--- src/rtl/elevator_pkg.sv ---
`default_nettype none
// +----------------------------------------------------------------------+
// | elevator_pkg                                                         |
// | Shared FSM state encoding and travel-direction constants.            |
// | Revision: 1.0                                                        |
// +----------------------------------------------------------------------+
package elevator_pkg;

  typedef enum logic [1:0] {
    IDLE = 2'd0,
    MOVE = 2'd1,
    DOOR = 2'd2,
    HALT = 2'd3
  } state_t;

  localparam logic UP   = 1'b1;
  localparam logic DOWN = 1'b0;

endpackage
`default_nettype wire

--- src/rtl/call_register.sv ---
`default_nettype none
// +----------------------------------------------------------------------+
// | call_register                                                        |
// | Card-gated car-call latch with clear-on-arrival and position flags.  |
// | Revision: 1.0                                                        |
// +----------------------------------------------------------------------+
module call_register
  import elevator_pkg::*;
#(
  parameter int N_FLOORS  = 16,
  parameter int RES_FLOOR = 6,
  parameter int FW        = 4
) (
  input  logic                clk,
  input  logic                rst_n,
  input  logic [N_FLOORS-1:0] i_call_btn,
  input  logic                i_card,
  input  logic [FW-1:0]       i_floor,
  input  logic                i_block_here,
  input  logic                i_clr_en,
  input  logic [FW-1:0]       i_clr_floor,
  output logic [N_FLOORS-1:0] o_req,
  output logic                o_here,
  output logic                o_above,
  output logic                o_below,
  output logic                o_press_here
);

  logic [N_FLOORS-1:0] r_req;
  logic [N_FLOORS-1:0] w_ok;
  logic [N_FLOORS-1:0] w_set;
  logic [N_FLOORS-1:0] w_clr;

  always_comb begin
    w_ok         = '0;
    w_set        = '0;
    w_clr        = '0;
    o_here       = 1'b0;
    o_above      = 1'b0;
    o_below      = 1'b0;
    o_press_here = 1'b0;
    for (int i = 0; i < N_FLOORS; i++) begin
      w_ok[i] = i_call_btn[i] && ((i < RES_FLOOR) || i_card);
      if (FW'(i) == i_floor) begin
        o_here       = r_req[i];
        o_press_here = w_ok[i];
        // a press at the open door only extends the dwell
        w_set[i]     = w_ok[i] && !i_block_here;
      end else begin
        w_set[i] = w_ok[i];
      end
      if (FW'(i) > i_floor) o_above = o_above | r_req[i];
      if (FW'(i) < i_floor) o_below = o_below | r_req[i];
      if (i_clr_en && (FW'(i) == i_clr_floor)) w_clr[i] = 1'b1;
    end
  end

  always_ff @(posedge clk or negedge rst_n) begin
    if (!rst_n) r_req <= '0;
    else        r_req <= (r_req | w_set) & ~w_clr;
  end

  assign o_req = r_req;

endmodule
`default_nettype wire

--- src/rtl/elevator_ctrl.sv ---
`default_nettype none
// +----------------------------------------------------------------------+
// | elevator_ctrl                                                        |
// | Single-car SCAN elevator controller with door timing and e-stop.     |
// | Revision: 1.0                                                        |
// +----------------------------------------------------------------------+
module elevator_ctrl
  import elevator_pkg::*;
#(
  parameter int  N_FLOORS      = 16,
  parameter int  RES_FLOOR     = 6,
  parameter int  TRAVEL_CYCLES = 4,
  parameter int  DOOR_CYCLES   = 8,
  localparam int FW            = (N_FLOORS > 1) ? $clog2(N_FLOORS) : 1
) (
  input  logic                clock,
  input  logic                clear,
  input  logic [N_FLOORS-1:0] call_btn,
  input  logic                card,
  input  logic                door_sensor,
  input  logic                door_hold,
  input  logic                door_close,
  input  logic                estop,
  output logic [N_FLOORS-1:0] call_led,
  output logic [FW-1:0]       floor,
  output logic                dir_up,
  output logic                moving,
  output logic                door_open,
  output logic                arrive
);

  localparam int TW = (TRAVEL_CYCLES > 1) ? $clog2(TRAVEL_CYCLES) : 1;
  localparam int DW = (DOOR_CYCLES > 1) ? $clog2(DOOR_CYCLES) : 1;

  state_t              r_state, r_saved, w_state, w_saved, w_cur;
  logic [FW-1:0]       r_floor, w_floor, w_step_floor, w_clr_floor;
  logic [TW-1:0]       r_travel, w_travel;
  logic [DW-1:0]       r_dwell, w_dwell;
  logic                r_dir, w_dir;
  logic                r_arrive, w_arrive;
  logic                w_clr_en, w_term, w_hit, w_arrive_now;
  logic [N_FLOORS-1:0] w_req;
  logic                w_here, w_above, w_below, w_press_here;

  call_register #(
    .N_FLOORS  (N_FLOORS),
    .RES_FLOOR (RES_FLOOR),
    .FW        (FW)
  ) u_call_register (
    .clk          (clock),
    .rst_n        (clear),
    .i_call_btn   (call_btn),
    .i_card       (card),
    .i_floor      (r_floor),
    .i_block_here (r_state == DOOR),
    .i_clr_en     (w_clr_en),
    .i_clr_floor  (w_clr_floor),
    .o_req        (w_req),
    .o_here       (w_here),
    .o_above      (w_above),
    .o_below      (w_below),
    .o_press_here (w_press_here)
  );

  assign w_step_floor = r_dir ? (r_floor + FW'(1)) : (r_floor - FW'(1));
  assign w_term       = (r_travel == TW'(TRAVEL_CYCLES - 1));

  always_comb begin
    w_hit = 1'b0;
    for (int i = 0; i < N_FLOORS; i++) begin
      if (FW'(i) == w_step_floor) w_hit = w_req[i];
    end
  end

  assign w_arrive_now = (r_state == MOVE) && w_term && w_hit;
  // a halted car resumes by acting as its saved state on the release edge
  assign w_cur        = (r_state == HALT) ? r_saved : r_state;

  always_comb begin
    w_state     = r_state;
    w_saved     = r_saved;
    w_floor     = r_floor;
    w_dir       = r_dir;
    w_travel    = r_travel;
    w_dwell     = r_dwell;
    w_arrive    = 1'b0;
    w_clr_en    = 1'b0;
    w_clr_floor = r_floor;
    if (estop && !w_arrive_now) begin
      w_state = HALT;
      w_saved = w_cur;
    end else begin
      w_state = w_cur;
      case (w_cur)
        IDLE: begin
          if (w_here) begin
            w_state  = DOOR;
            w_dwell  = DW'(DOOR_CYCLES - 1);
            w_clr_en = 1'b1;
            w_arrive = 1'b1;
          end else if (w_above) begin
            w_state  = MOVE;
            w_dir    = UP;
            w_travel = '0;
          end else if (w_below) begin
            w_state  = MOVE;
            w_dir    = DOWN;
            w_travel = '0;
          end
        end
        MOVE: begin
          if (w_term) begin
            w_travel = '0;
            w_floor  = w_step_floor;
            if (w_hit) begin
              w_state     = DOOR;
              w_dwell     = DW'(DOOR_CYCLES - 1);
              w_clr_en    = 1'b1;
              w_clr_floor = w_step_floor;
              w_arrive    = 1'b1;
            end
          end else begin
            w_travel = r_travel + TW'(1);
          end
        end
        DOOR: begin
          if (door_sensor || door_hold || w_press_here) begin
            w_dwell = DW'(DOOR_CYCLES - 1);
          end else if (r_dwell == '0) begin
            w_travel = '0;
            if (r_dir ? w_above : w_below) begin
              w_state = MOVE;
            end else if (r_dir ? w_below : w_above) begin
              w_state = MOVE;
              w_dir   = ~r_dir;
            end else begin
              w_state = IDLE;
            end
          end else if (door_close) begin
            w_dwell = '0;
          end else begin
            w_dwell = r_dwell - DW'(1);
          end
        end
        default: w_state = IDLE;
      endcase
    end
  end

  always_ff @(posedge clock or negedge clear) begin
    if (!clear) begin
      r_state  <= IDLE;
      r_saved  <= IDLE;
      r_floor  <= '0;
      r_dir    <= UP;
      r_travel <= '0;
      r_dwell  <= '0;
      r_arrive <= 1'b0;
    end else begin
      r_state  <= w_state;
      r_saved  <= w_saved;
      r_floor  <= w_floor;
      r_dir    <= w_dir;
      r_travel <= w_travel;
      r_dwell  <= w_dwell;
      r_arrive <= w_arrive;
    end
  end

  assign call_led  = w_req;
  assign floor     = r_floor;
  assign dir_up    = r_dir;
  assign moving    = (r_state == MOVE);
  assign door_open = (r_state == DOOR) || ((r_state == HALT) && (r_saved == DOOR));
  assign arrive    = r_arrive;

endmodule
`default_nettype wire
--- config.mk ---
export PLATFORM = sky130hd
export DESIGN_NAME = elevator_ctrl
export DESIGN_NICKNAME = d
export VERILOG_FILES = /design/src/rtl/elevator_pkg.sv /design/src/rtl/call_register.sv /design/src/rtl/elevator_ctrl.sv
export SDC_FILE = /design/constraint.sdc
export NUM_CORES = 1
export LEC_CHECK = 0
export CELL_PAD_IN_SITES_DETAIL_PLACEMENT = 0
export CELL_PAD_IN_SITES_GLOBAL_PLACEMENT = 2
export CORE_ASPECT_RATIO = 1.5
export CORE_MARGIN = 2
export CORE_UTILIZATION = 35
export CTS_CLUSTER_DIAMETER = 40
export DETAILED_ROUTE_END_ITERATION = 10
export GPL_TIMING_DRIVEN = 0
export PLACE_DENSITY_LB_ADDON = 0.1
export SYNTH_ARGS = -nofsm -noshare
export SYNTH_HDL_FRONTEND = slang
export SYNTH_SLANG_ARGS = --single-unit
--- constraint.sdc ---
create_clock -name clock -period 8.64 [get_ports clock]
set_clock_uncertainty 0.2 [all_clocks]
set_input_delay 1.728 -clock clock [delete_from_list [all_inputs] [get_ports clock]]
set_output_delay 1.728 -clock clock [all_outputs]
set_load 0.005 [all_outputs]
* After elaboration in Yosys (flattened, before gate mapping)
Cells that the tools add are included.
Storage, ports and cells: register bits 31, output and inout bits 24, logic and storage cells 361
Operators by class: $add $sub $neg 4, $lt $le $gt $ge 32, equal/unequal tests 62, muxes and demuxes 158, bitwise gates (word level) 35, reductions and logical operators 62
Operators by type and width (number):
- $mux W1 | 127
- $eq A4 B4 Y1 const A | 24
- $eq A3 B4 Y1 const A | 12
- $logic_and A1 B1 Y1 | 46
- $gt A4 B4 Y1 const A | 8
- $lt A4 B4 Y1 const A | 8
- $mux W2 | 15
- $or A1 B1 Y1 | 30
- $eq A2 B4 Y1 const A | 6
- $mux W4 | 5
- $mux W3 | 6
- $and A16 B16 Y16 | 1
- $gt A3 B4 Y1 const A | 4
- $lt A3 B4 Y1 const A | 4
- $not A16 Y16 | 1
- $or A16 B16 Y16 | 1
- $ne A2 B2 Y1 const B | 7
- $eq A1 B4 Y1 const A | 3
- $logic_not A4 Y1 | 3
- $pmux W2 S3 | 2
- $reduce_and A6 Y1 | 2
- $eq A2 B2 Y1 const B | 5
- $pmux W3 S3 | 1
- $gt A1 B4 Y1 const A | 2
- other kinds (20) | 30

* Depth between registers and ports, before layout
Gate-level depths: netlist (run 1).
word-level depth 39, gate-level depth with buffers 13, depth with buffers taken out 10

* Hierarchy
Synthesis (run 1) repeated with hierarchy kept, for this count alone.
Unflattened totals: cells, all modules 349, area, all modules 2910.3 sq um
Modules (own cells, without submodules):
- elevator_ctrl | times used 1, cells each 164, area an instance 1477.7 sq um
- call_register | times used 1, cells each 185, area an instance 1432.6 sq um

* Least setup slack after synthesis (run 1)
Ideal clock, no wire load.
path kind in2reg, from in card, to reg r_dir (netlist: dir_up), arrival 3869 ps, data required time 8360 ps, path slack 4491 ps, cell stages on the path 9, path through clkbuf_1 > and3_1 > a211oi_1 > a21boi_1 > nor3_1 > a221o_1 > a2111o_1 > or4_1 > a32o_1
Between the ends: word-level cells in the longest chain between the ends 14, elaborated cells on any way between the ends 23, those cells by class 1 x eq/ne; 10 x mux; 12 x reduce/logical
Ends and longest elaborated chain:
- from (decl) | RTL line elevator_ctrl.sv:19 | input logic card,
- $logic_and A1 B1 Y1 | RTL line call_register.sv:43 | w_ok[i] = i_call_btn[i] && ((i < RES_FLOOR) || i_card);
- $mux W1 (9 in a row) | RTL line call_register.sv:44 | if (FW'(i) == i_floor) begin
- $mux W1 * | RTL line call_register.sv:44
- $logic_or A1 B1 Y1 * | RTL line elevator_ctrl.sv:127 | if (door_sensor || door_hold || w_press_here) begin
- $ne A2 B2 Y1 (no source line) *
- $reduce_and A8 Y1 (no source line) *
- to (signal assigned) | RTL line elevator_ctrl.sv:163 | r_dir <= w_dir;
- to (decl) | RTL line elevator_ctrl.sv:39 | logic r_dir, w_dir;
Mark *: on every way between the ends. The rest lies on a longest branch, timed or not. A chain may end at the register's enable or synchronous reset.

* Final worst setup path (run 1)
from reg r_floor[1] (netlist: floor[1]), to reg u_call_register.r_req[5] (netlist: u_call_register.o_req[5])
Between the ends: word-level cells in the longest chain between the ends 28, elaborated cells on any way between the ends 86, those cells by class 2 x add/sub; 31 x eq/ne; 44 x mux; 3 x bitwise; 6 x reduce/logical
Ends and longest elaborated chain:
- from (decl) | RTL line elevator_ctrl.sv:36 | logic [FW-1:0] r_floor, w_floor, w_step_floor, w_clr_floor;
- from (signal assigned) | RTL line elevator_ctrl.sv:162 | r_floor <= w_floor;
- $sub A4 B1 Y4 or $add A4 B1 Y4 (tied branches) | RTL line elevator_ctrl.sv:65 | assign w_step_floor = r_dir ? (r_floor + FW'(1)) : (r_floor - FW'(1));
- $mux W4 | RTL line elevator_ctrl.sv:65
- $logic_not A4 Y1 | RTL line elevator_ctrl.sv:71 | if (FW'(i) == w_step_floor) w_hit = w_req[i];
- $mux W1 (16 in a row) | RTL line elevator_ctrl.sv:71
- $mux W4 or $logic_and A1 B1 Y1 (tied branches) | RTL line elevator_ctrl.sv:115, elevator_ctrl.sv:75
- $mux W4 or $logic_not A1 Y1 (tied branches) | RTL line elevator_ctrl.sv:112, elevator_ctrl.sv:89
- $mux W4 or $logic_and A1 B1 Y1 (tied branches) | RTL line elevator_ctrl.sv:94, elevator_ctrl.sv:89
- $mux W4 | RTL line elevator_ctrl.sv:89 | if (estop && !w_arrive_now) begin
- $eq A3 B4 Y1 | RTL line call_register.sv:54 | if (i_clr_en && (FW'(i) == i_clr_floor)) w_clr[i] = 1'b1;
- $logic_and A1 B1 Y1 | RTL line call_register.sv:54
- $mux W1 | RTL line call_register.sv:54
- $not A16 Y16 | RTL line call_register.sv:60 | else r_req <= (r_req | w_set) & ~w_clr;
- $and A16 B16 Y16 * | RTL line call_register.sv:60
- to (signal assigned) | RTL line call_register.sv:60
- to (decl) | RTL line call_register.sv:29 | logic [N_FLOORS-1:0] r_req;
Marked as above.

==> results of run 1 <==
cell type report:
class	instances	area [sq um]	area share [%]
flip-flops and latches	31	777.0	20.39
plain buffers	27	160.2	4.204
clock buffers	7	152.6	4.007
inverters	16	60.06	1.576
multi-input cells	316	2083	54.68
clock inverters	1	7.507	0.1970
well taps	107	133.9	3.514
repair buffers	44	435.4	11.43
registers in the layout, summed over array words and instances (netlist names):
name,cells
u_call_register.o_req,16
floor,4
r_dwell,3
r_saved,2
r_state,2
r_travel,2
arrive,1
dir_up,1
worst max-delay path: stages, from the launching register on:
cell and delay (ps):
dfrtp_1 410, buf_4 190, clkbuf_1 470, inv_1 330, ha_1 320, mux2i_2 450
xnor2_1 200, a2111o_1 350, and4_4 200, buf_6 130, or4_1 490, a211oi_2 570
a21oi_1 160
where the power goes:
group	total, W	switching [W]	leakage (nW)	internal [W]
registers	0.000150	0.00000156	0.315	0.000148
logic	0.0000516	0.0000285	0.982	0.0000230
clock network	0.000192	0.0000697	0.0761	0.000123
cell usage in the layout (no fill, tap or decap), drive strengths merged, types with 4 or more instances in the layout:
cell	synthesis	routed
nor3	6	6
clkdlybuf4s50	0	43
o21ai	28	28
nand3	18	18
a21oi	48	48
nand2b	7	7
and2	4	4
nand4	7	7
and3	6	6
mux2	4	4
nand3b	4	4
ha	8	8
xnor2	5	5
buf	12	13
a31oi	13	13
mux2i	6	6
clkbuf	15	22
dfrtp	30	30
a211oi	7	7
nor2	22	22
nand2	25	25
a221o	6	6
a2111o	4	4
or4	7	7
a32oi	4	4
nor2b	17	17
inv	15	15
a221oi	6	6
o31ai	8	8
per-stage QoR:
stage               instances  setup WS [ps]  util, %
floorplan                 390           4491        -
global placement          541           3863    43.18
detailed placement        541           3896    43.12
finish                    549           4001    45.01
global route              549           3782    45.01
CTS                       549           4050    45.01
metal layers:
| metal | share of wire (%) | track usage (%) |
|---|---|---|
| met4 | 4.5 | 12.50 |
| met5 | 0 | 0 |
| met3 | 7.5 | 5.909 |
| met2 | 51 | 47.71 |
| met1 | 37 | 30.41 |
logic make-up after synthesis:
kind of cell | count (synthesis)
fa+ha+maj | 8
compound gates | 150
xor+xnor | 6
flops | 31
simple gates | 142
buf+inv | 43
mux | 10
worst paths after layout:
check	end	slack, ps
setup reg to reg	u_call_register.o_req[5]	4000
hold / removal	r_travel[1]	300
hold reg to reg	r_travel[1]	300
setup / recovery	u_call_register.o_req[5]	4000
max in group asynchronous	u_call_register.o_req[10]	6410
min in group asynchronous	u_call_register.o_req[1]	1330
==> impl_metrics.csv, run 1 <==
group,metric,value,unit
cts,postCtsSetupBuffers,0,
min_path,holdPathStages,1,
timing,period_share,53.69,%
pwr,total_leakage_power,1.374,nW
die,die_area,0.009583,sq mm
yosys,yosysMostFrequentCell,"a21oi_1",
yosys,yosys-top-cells-count,"48 x a21oi_1, 30 x dfrtp_1, 27 x o21ai_0",
cts,cts_sinks,31,
yosys,avgSynthCellArea,7.899,sq um
cts,cts_tree,"done",
worst_setup_path,cp_data_arrival_time,4560,ps
cts,clockBufferDepth,2,
global_routing,grt_pass1_vias,3446,
finish,drive_gt1_share,9.276,%
yosys,synth-edff-count,0,
min_path,worstHoldStart,"r_travel[1]",
timing,setup_tns,0,ps
route,vias,3488,
die,pin_count,47,
global_routing,antenna_found_initial,0,
yosys,synth_nets,421,
route,drcViolationCount,0,
worst_setup_path,crit_type,"register to register",
global_routing,grt_use_total,27.14,%
yosys,synth-seq-cells,31,
timing,setup_viol,0,
die,rows,41,
route,firstDrtPassIters,5,
timing,fin_crit,4639,ps
timing,max_slew.worst_pin.slew,789.1,ps
timing,slew_viol_final,0,
placement,portBuffers,44,
placement,gp_congestion,0.8917,
yosys,yosys_warnings,0,
global_routing,grt_max_degree,32,
worst_setup_path,startpoint,"floor[1]",
cts,clockRootBuffer,"clkbuf_16",
finish,diodes,0,
yosys,synthSimpleGateAreaFrac,26.16,%
worst_setup_path,ff2ff_path_depth,12,
yosys,ys_seq_area_share,25.22,%
timing,hold_violations,0,
pwr,p_per_area,103.3,mW/mm^2
yosys,synth_adder_area_share,3.249,%
finish,fin_nets,472,
yosys,synth-main-ff-cell,"dfrtp_1",
yosys,ys_types,67,
finish,syn2layout_area_growth,23.68,%
route,via_per_inst,6.353,
pwr,total_power,0.0003934,W
global_routing,overflow,0,
yosys,yosysTopAreaCellShare,24.37,%
pwr,ir_drop,0.00007104,V
route,wl,12690,um
die,die_x,80.60,um
cts,cts_buffers,5,
yosys,syn_area,0.003080,sq mm
worst_setup_path,startpoint_type,"register",
yosys,synth_compound_area_share,32.98,%
yosys,synthArstFlopShare,100.0,%
worst_setup_path,r2r-start,"floor[1]",
finish,fillers,893,
route,final_antenna_net_count,0,
timing,slew_headroom,47.40,%
yosys,synth-xor-area-share,1.706,%
timing,holdWs,301.3,ps
timing,max_freq,215.6,MHz
yosys,synth_top_cell_by_area,"dfrtp_1",
die,fp.dieH,118.9,um
worst_setup_path,critPathMaxFanout,10,
min_path,hold_path_class,"register to register",
die,start_util,36.39,%
run_status,status,"finished, final reports clean",
route,wl_per_cell,23.11,um
yosys,synth_top_family_by_area,"compound AO/OA/AOI/OAI gates",
yosys,synthTopCellsByArea,"dfrtp_1 24%, a21oi_1 7.8%, o21ai_0 4.4%, nor2b_1 3.5%, ha_1 3.2%",
placement,dpl_cell_area,0.003650,sq mm
worst_setup_path,cp.required,8560,ps
placement,dpl.hpwl,9498,um
yosys,synthMuxAreaShare,3.534,%
cts,cts_hold_buf,0,
yosys,syn_inst,390,
global_routing,grt_pass1_wl,19430,um
cts,ctsHtreeMaxLevel,2,
worst_setup_path,cp-end-kind,"register",
cts,clk_pin_slew,50,ps
timing,rsz0062_at_grt,"false",
cts,clk_latency,290,ps
flow_run,drv_cap,0,
finish,final_area,0.003810,sq mm
route,initialDrtViolationCount,374,
die,core_area,0.008464,sq mm
cts,cts-resized-gates,0,
Power figures use the tool's default switching activity.
==> run 2: changes to the inputs <==
CORE_UTILIZATION = 29   (was 35)
clock period = 3.83 ns   (was 8.64 ns; I/O delays follow)
==> run 2 against run 1 <==
- worst setup slack worse by 3900 ps
- design area up 4.6%
- global-route usage down 3.4 points
- utilization down 7.0 points
- wire length up 6.3%
- cell count up 8.0%
- critical endpoint is now dir_up
==> impl_metrics.csv, run 2 (synthesized netlist as in run 1, its figures left out) <==
group,metric,value,unit
timing,holdWs,301.5,ps
cts,cts_sinks,31,
timing,max_freq,266.1,MHz
route,initialDrtViolationCount,285,
route,final_antenna_net_count,0,
die,start_util,29.41,%
cts,clockRootBuffer,"clkbuf_16",
global_routing,grt_pass1_vias,3380,
timing,fin_crit,3758,ps
timing,rsz0062_at_grt,"false",
cts,clk_pin_slew,50,ps
die,rows,46,
pwr,total_power,0.0009063,W
global_routing,overflow,0,
flow_run,drv_cap,0,
placement,dp.cells,578,
global_routing,grt_max_degree,32,
placement,portBuffers,44,
pwr,p_per_area,227.4,mW/mm^2
pwr,ir_drop,0.0001419,V
cts,cts_hold_buf,0,
route,via_per_inst,5.815,
worst_setup_path,cp_data_arrival_time,3770,ps
finish,fillers,1150,
route,firstDrtPassIters,5,
finish,final_core_util,38.06,%
cts,clk_latency,290,ps
die,die_x,88.15,um
route,wl_per_cell,22.73,um
finish,fin_nets,479,
worst_setup_path,startpoint_type,"register",
finish,seq_area,778.2,sq um
finish,largest_register_ffs,16,
timing,period_share,98.12,%
finish,multi_input_area,0.002142,sq mm
die,core_area,0.01048,sq mm
worst_setup_path,cp.required,3840,ps
route,vias,3448,
timing,slew_headroom,40.51,%
cts,cts_buffers,5,
placement,dpl.hpwl,10090,um
global_routing,grt_pass1_wl,20190,um
timing,hold_violations,0,
timing,slew_viol_final,0,
worst_setup_path,critPathMaxFanout,18,
finish,syn2layout_area_growth,29.41,%
run_status,status,"finished, final reports clean",
die,pin_count,47,
route,drcViolationCount,0,
cts,cts_tree,"done",
global_routing,antenna_found_initial,0,
die,die_area,0.01148,sq mm
finish,final_area,0.003986,sq mm
route,wl,13480,um
finish,fin_cells,593,
worst_setup_path,cp-end-kind,"register",
finish,drive_gt1_share,13.59,%
timing,setup_viol,0,
cts,ctsHtreeMaxLevel,2,
worst_setup_path,crit_type,"register to register",
placement,gp_congestion,0.8922,
min_path,hold_path_class,"register to register",
pwr,total_leakage_power,1.435,nW
finish,final_cell_mix,"48 x a21oi_1, 43 x clkdlybuf4s50_1, 29 x dfrtp_1",
finish,diodes,0,
placement,dpl_cell_area,0.003696,sq mm
cts,clockBufferDepth,2,
timing,max_slew.worst_pin.slew,892.3,ps
die,fp.dieH,130.2,um
global_routing,grt_use_total,23.76,%
finish,layout_commonest_cell,"a21oi_1",
## run 2: path summary, 6_finish.rpt
check	start	to	slack, ps	depth (start not counted)
max	floor[1]	dir_up	70	12
min reg2reg	r_travel[1]	r_travel[1]	300	1
min	r_travel[1]	r_travel[1]	300	1
max in group asynchronous	clear	floor[0]	2490	1
min in group asynchronous	clear	floor[2]	370	1
max reg2reg	floor[1]	dir_up	70	12
## run 2: worst max-delay path, stage by stage, from the launching register on
cell and delay [ps]:
dfrtp_1 430, buf_4 230, inv_1 250, ha_1 330, clkbuf_2 290, nor2b_1 170
o31ai_1 70, o21ai_0 120, nand4_1 230, and3_1 270, a2111o_1 390, or4_1 470
a32o_1 220
## run 2: repair_timing
action | CTS | global route
resized for setup | 13 | 7
setup buffers | 4 | 4
setup endpoints to repair | 28 | 23
pin swaps | 3 | 0
gates cloned | 0 | 0
## run 2: where the power goes
part           internal (W)  total (W)  switching, W  leakage, nW
logic             0.0000534   0.000122     0.0000685         1.05
clock network      0.000277   0.000447      0.000170       0.0761
registers          0.000334   0.000337    0.00000365        0.313
total              0.000664   0.000906      0.000242         1.43
## run 2: metal layers
layer | track usage (%) | part of all wire (%) | vias up
li1 | - | - | 1595
met1 | 28.93 | 40 | 1703
met2 | 42.51 | 53 | 124
met3 | 2.973 | 4.4 | 26
met4 | 8.378 | 2.7 | 0
met5 | 0 | 0 | -
## run 2: layout make-up
type	instances	area share, %
multi-input cells	316	53.74
flip-flops and latches	31	19.52
well taps	144	4.520
plain buffers	26	4.175
clock buffers	7	3.829
clock inverters	1	0.1883
inverters	16	1.601
repair buffers	52	12.43
## run 2: through the flow
stage          setup WS [ps]  TNS (ps)
6_report               72.09         0
5_1_grt               0.2158         0
4_1_cts                9.094         0
3_5_place_dp          -688.0    -12050
3_3_place_gp          -790.9    -14780
2_1_floorplan          348.5         0
